$ cat src/rtl/ins_fetch_queue.sv
// Instruction fetch unit: program memory, prefetch queue, redirect.
// Out-of-range or misaligned fetches become fault entries and halt fetch.
module ins_fetch_queue #(
    parameter int          DEPTH      = 128,
    parameter int          FIFO_DEPTH = 4,
    parameter logic [31:0] RESET_PC   = 32'h0000_0000,
    parameter logic [31:0] NOP_INS    = 32'h0000_0013
) (
    input  logic                     clk,
    input  logic                     rst,
    input  logic                     redirect_valid,
    input  logic [31:0]              redirect_pc,
    input  logic                     base_we,
    input  logic [31:0]              base_in,
    input  logic                     prog_we,
    input  logic [$clog2(DEPTH)-1:0] prog_addr,
    input  logic [31:0]              prog_data,
    output logic                     out_valid,
    input  logic                     out_ready,
    output logic [31:0]              out_ins,
    output logic [31:0]              out_pc,
    output logic                     out_fault,
    output logic                     fetch_halted
);

    localparam int AW = $clog2(DEPTH);
    localparam int PW = $clog2(FIFO_DEPTH);
    localparam int CW = PW + 1;
    localparam logic [CW-1:0] FULL = CW'(FIFO_DEPTH);

    typedef enum logic {
        S_FETCH = 1'b0,
        S_HALT  = 1'b1
    } state_t;

    state_t r_state;
    state_t w_state_nxt;

    logic [31:0]   r_mem [DEPTH] = '{default: NOP_INS};
    logic [31:0]   r_fetch_pc;
    logic [31:0]   r_base;

    logic [31:0]   r_q_pc    [FIFO_DEPTH];
    logic [31:0]   r_q_ins   [FIFO_DEPTH];
    logic          r_q_fault [FIFO_DEPTH];
    logic [PW-1:0] r_wptr;
    logic [PW-1:0] r_rptr;
    logic [CW-1:0] r_count;

    logic [31:0]   w_offset;
    logic [AW-1:0] w_idx;
    logic          w_fault;
    logic [31:0]   w_ins;
    logic          w_valid;
    logic          w_pop;
    logic          w_can_push;
    logic          w_push;

    assign w_offset   = r_fetch_pc - r_base;
    assign w_idx      = w_offset[AW+1:2];
    assign w_fault    = (w_offset[1:0] != 2'b00) ||
                        (w_offset[31:AW+2] != '0);
    assign w_ins      = w_fault ? NOP_INS : r_mem[w_idx];

    assign w_valid    = (r_count != '0);
    assign w_pop      = w_valid && out_ready;
    assign w_can_push = (r_count < FULL) || w_pop;
    assign w_push     = (r_state == S_FETCH) && w_can_push &&
                        !redirect_valid;

    assign out_valid    = w_valid;
    assign out_ins      = w_valid ? r_q_ins[r_rptr] : NOP_INS;
    assign out_pc       = w_valid ? r_q_pc[r_rptr] : 32'h0;
    assign out_fault    = w_valid && r_q_fault[r_rptr];
    assign fetch_halted = (r_state == S_HALT);

    // Program memory write port; contents survive reset.
    always_ff @(posedge clk) begin
        if (prog_we) begin
            r_mem[prog_addr] <= prog_data;
        end
    end

    // Fetch state register.
    always_ff @(posedge clk) begin
        if (rst) begin
            r_state <= S_FETCH;
        end else begin
            r_state <= w_state_nxt;
        end
    end

    // Next state: a pushed fault halts, only redirect resumes.
    always_comb begin
        w_state_nxt = r_state;
        if (redirect_valid) begin
            w_state_nxt = S_FETCH;
        end else if (w_push && w_fault) begin
            w_state_nxt = S_HALT;
        end
    end

    // Fetch PC and memory base.
    always_ff @(posedge clk) begin
        if (rst) begin
            r_fetch_pc <= RESET_PC;
            r_base     <= RESET_PC;
        end else begin
            if (base_we) begin
                r_base <= base_in;
            end
            if (redirect_valid) begin
                r_fetch_pc <= redirect_pc;
            end else if (w_push && !w_fault) begin
                r_fetch_pc <= r_fetch_pc + 32'd4;
            end
        end
    end

    // Queue payload storage; written only on push.
    always_ff @(posedge clk) begin
        if (w_push) begin
            r_q_pc[r_wptr]    <= r_fetch_pc;
            r_q_ins[r_wptr]   <= w_ins;
            r_q_fault[r_wptr] <= w_fault;
        end
    end

    // Queue pointers and occupancy; redirect flushes.
    always_ff @(posedge clk) begin
        if (rst || redirect_valid) begin
            r_wptr  <= '0;
            r_rptr  <= '0;
            r_count <= '0;
        end else begin
            if (w_push) begin
                r_wptr <= r_wptr + 1'b1;
            end
            if (w_pop) begin
                r_rptr <= r_rptr + 1'b1;
            end
            if (w_push && !w_pop) begin
                r_count <= r_count + 1'b1;
            end else if (w_pop && !w_push) begin
                r_count <= r_count - 1'b1;
            end
        end
    end

endmodule

$ cat config.mk
export PLATFORM = sky130hd
export DESIGN_NAME = ins_fetch_queue
export DESIGN_NICKNAME = d
export VERILOG_FILES = /design/src/rtl/ins_fetch_queue.sv
export SDC_FILE = /design/constraint.sdc
export NUM_CORES = 2
export LEC_CHECK = 0
export BUFFER_PORTS_ARGS = -buffer_cell sky130_fd_sc_hd__buf_2
export CAP_MARGIN = 5
export CORE_MARGIN = 8
export CORE_UTILIZATION = 30
export DETAILED_ROUTE_END_ITERATION = 8
export SKIP_LAST_GASP = 1
export SLEW_MARGIN = 20
export SYNTH_ARGS = -nofsm -noshare
export SYNTH_HDL_FRONTEND = slang
export SYNTH_MEMORY_MAX_BITS = 65536
export SYNTH_SLANG_ARGS = --single-unit
$ cat constraint.sdc
create_clock -name clk -period 3.7 [get_ports clk]
set_input_delay 0.555 -clock clk [delete_from_list [all_inputs] [get_ports clk]]
set_output_delay 0.555 -clock clk [all_outputs]
set_load 0.02 [all_outputs]
==> results.ini <==
[yosys]
yosysUniqueCellTypes=86
synth_warnings=0
synth_edf_count=4356
syn_avg_cell_area_um2=21.0
synth_area_mm2=0.174
synth_nets=8409
ys_seq_area_frac=0.762
ys.flop_type=edfxtp_1
synth_seq_cells=4430
synthCells=8262
async_reset_ff_frac=0

[sta]
slew_headroom=0.135
finalMaxSlewViolations=0
timing.hold.ws_ps=82.7
period_share=1.16
fmax_ghz=0.233
fin_skew_ps=73.5
finalHoldViolCount=0
rsz0062_at_grt=true
worst_slack_ps=-585
worst_pin_slew_ps=1300
finalSetupViolCount=150
period_minus_slack_ps=4280

[hold_path]
holdCritPathClass=in2reg

[global_routing]
grt-ovfl-total=0
grt_usage=0.160
grt_max_degree=129
grt_pass1_vias=91800
grt_pass1_wl_um=702000
antenna_found_initial=56

[worst_setup_path]
required_ps=4400
crit_path_frequent_cell=buf_12
critical_path_class=reg2reg
cp-start-kind=flip-flop
critPathMaxFanout=7
cp_cell_sequence=inv_2 > ha_4 > nand2b_4 > buf_6 > nor3b_4 > nor2_4 > buf_12 > buf_12 > buf_12 > buf_12 > mux4_2 > nand2_2 > nand2_1 > o211ai_1 > buf_4 > a32o_2 > a2111oi_4 > buf_4
critPathMaxStageDelay_ps=580
slowest_stage=o211ai_1
cp-end-kind=flip-flop
critPathArrivalTime_ps=4990

[power_and_ir_drop]
p_per_area_mw_per_mm2=604
internal-power_mw=92.5
netSwitchingFraction=0.274
power.switching_mw=34.9
power_frac_seq=0.436
leakagePower_nw=67.9
comb_power_share=0.217
ir_worst_vdd_uv=442
clockPowerShare=0.347

[cells_and_area]
final_cell_mix=edfxtp_1 (4356), mux4_2 (1089), buf_4 (955)
instances_no_fill=17700
syn2layout_area_growth_pct=21.5
final_cell_area_mm2=0.211
final_common_cell=edfxtp_1
nets=9756
fillers=52100
drive_gt1_frac=0.340
final_util=0.365

[die]
start_util=0.301
dieArea_mm2=0.603
fp.dieW_um=777
rows=279
ios=176
coreArea_mm2=0.577
die_h_um=777

[cts]
cts_tree=built
clk_latency_ps=1020
htree_levels=5
ctsLongestPathBuffers=4
clock-root-buffer=clkbuf_16
cts-buffers-inserted=433
clk_pin_slew_ps=60
cts_num_sinks=4430

[status]
violations=setup timing
outcome=finished with violations

[drt]
wl_per_cell_um=28.5
drtAntennaViolNets=0
vias=91700
drt-total-wl_um=504000
avgViaCountPerCell=5.18
drt_iter0_markers=12000
route.met2.wl_um=233000
met1_length_um=206000
route.detailed.drc=0
top_layer_used=met5
first_pass_iters=5
route.met3.wl_um=49300

[job]
cap_violations=0

[placement]
dpl.cell_count=16700
dp_hpwl_um=307000
place_area_mm2=0.193
gp_congestion=0.866
io_buffers=175
place_ws_ps=-1780

metrics by stage:
step / setup TNS (ps) / total power [mW]
after floorplan: 0 / 68.8
after global placement: -181840 / 81.9
after detailed placement: -177130 / 82.1
after CTS: -65800 / 127
after global routing: -83590 / 131
final: -66940 / 127
worst max-delay path: cells and delay by family (launching register included):
family	cells	cell delay [ps]
AOI/OAI and AO/OA	3	990
and+or+nand+nor	5	750
DFF	1	360
buffers and inverters	8	1180
adders and majority gates	1	250
muxes	1	430
Yosys cell counts, types with 35 or more instances:
| library cell | instances | area (um2) |
|---|---|---|
| a211oi_1 | 174 | 1310 |
| a21oi_1 | 104 | 521 |
| and2_1 | 69 | 432 |
| buf_1 | 35 | 131 |
| buf_2 | 255 | 1280 |
| clkbuf_1 | 177 | 664 |
| dfxtp_1 | 74 | 1480 |
| edfxtp_1 | 4356 | 131000 |
| ha_1 | 37 | 463 |
| inv_1 | 51 | 191 |
| mux2i_1 | 404 | 4040 |
| mux4_2 | 1089 | 24500 |
| nand2_1 | 480 | 1800 |
| nand3_1 | 109 | 546 |
| nor2_1 | 230 | 863 |
| nor2b_1 | 116 | 726 |
| o211ai_1 | 77 | 578 |
metal layers:
layer  global-route usage  vias to the layer above
met3               0.0329                      707
met1                0.224                    49100
li1                     -                    37200
met4               0.0442                       16
met2                0.255                     4723
met5                    0                        -
cell type report:
cell class / count / area [um2] / share of cell area
Multi-Input combinational cell: 3306 / 41400 / 0.196
Clock buffer: 528 / 11300 / 0.0537
Sequential cell: 4430 / 132000 / 0.627
Timing Repair Buffer: 1387 / 13200 / 0.0627
Clock inverter: 260 / 2760 / 0.0131
Inverter: 51 / 191 / 0.000908
Antenna cell: 23 / 57.6 / 0.000273
Tap cell: 7727 / 9670 / 0.0458
cells by family (layout without fill, tap and decap cells):
group | Yosys count | count (layout) | synth area share
flip-flops | 4430 | 4430 | 0.762
multiplexers | 1494 | 1494 | 0.165
AND/OR/NAND/NOR | 1166 | 1166 | 0.0313
AO/OA/AOI/OAI | 584 | 584 | 0.0247
buffers and inverters | 526 | 2226 | 0.0134
adder cells (fa/ha/maj) | 38 | 38 | 0.00278
XOR/XNOR | 24 | 24 | 0.00125
other | 0 | 23 | 0
path summary, 6_finish.rpt:
| path | startpoint | cells after the start | to | slack, ps |
|---|---|---|---|---|
| worst max-delay path | r_base[1] | 18 | r_q_ins[3][25] | -580 |
| worst min-delay path | prog_data[12] | 1 | r_mem[86][12] | 80 |
| worst max register to register | r_base[1] | 18 | r_q_ins[3][25] | -580 |
| worst min register to register | r_base[23] | 2 | r_base[23] | 500 |
power by group through the flow:
stage                     logic, mW  clock network, mW  registers, mW
final                          27.7               44.2           55.5
after global routing           28.9               46.6           55.5
after CTS                      27.0               44.8           55.5
after detailed placement       25.5                  0           56.6
after global placement         25.4                  0           56.6
after floorplan                12.2                  0           56.6
flip-flops by register name, indices dropped and copies added, names as in the netlist, named ones only:
name / flops
r_base: 32
r_wptr: 2
r_count: 3
r_q_ins: 128
r_mem: 4096
r_fetch_pc: 32
fetch_halted: 1
r_q_fault: 4
r_rptr: 2
r_q_pc: 128
what timing repair did:
| action | in CTS | in global routing |
|---|---|---|
| cloned | 15 | 7 |
| pin swaps | 27 | 31 |
| setup endpoints to repair | 174 | 198 |
| endpoints found under the hold margin | 87 | 22 |
| setup buffers | 36 | 45 |
| gates resized for setup | 187 | 122 |
| hold buffers | 59 | 2 |
(Power assumes the default switching activity.)
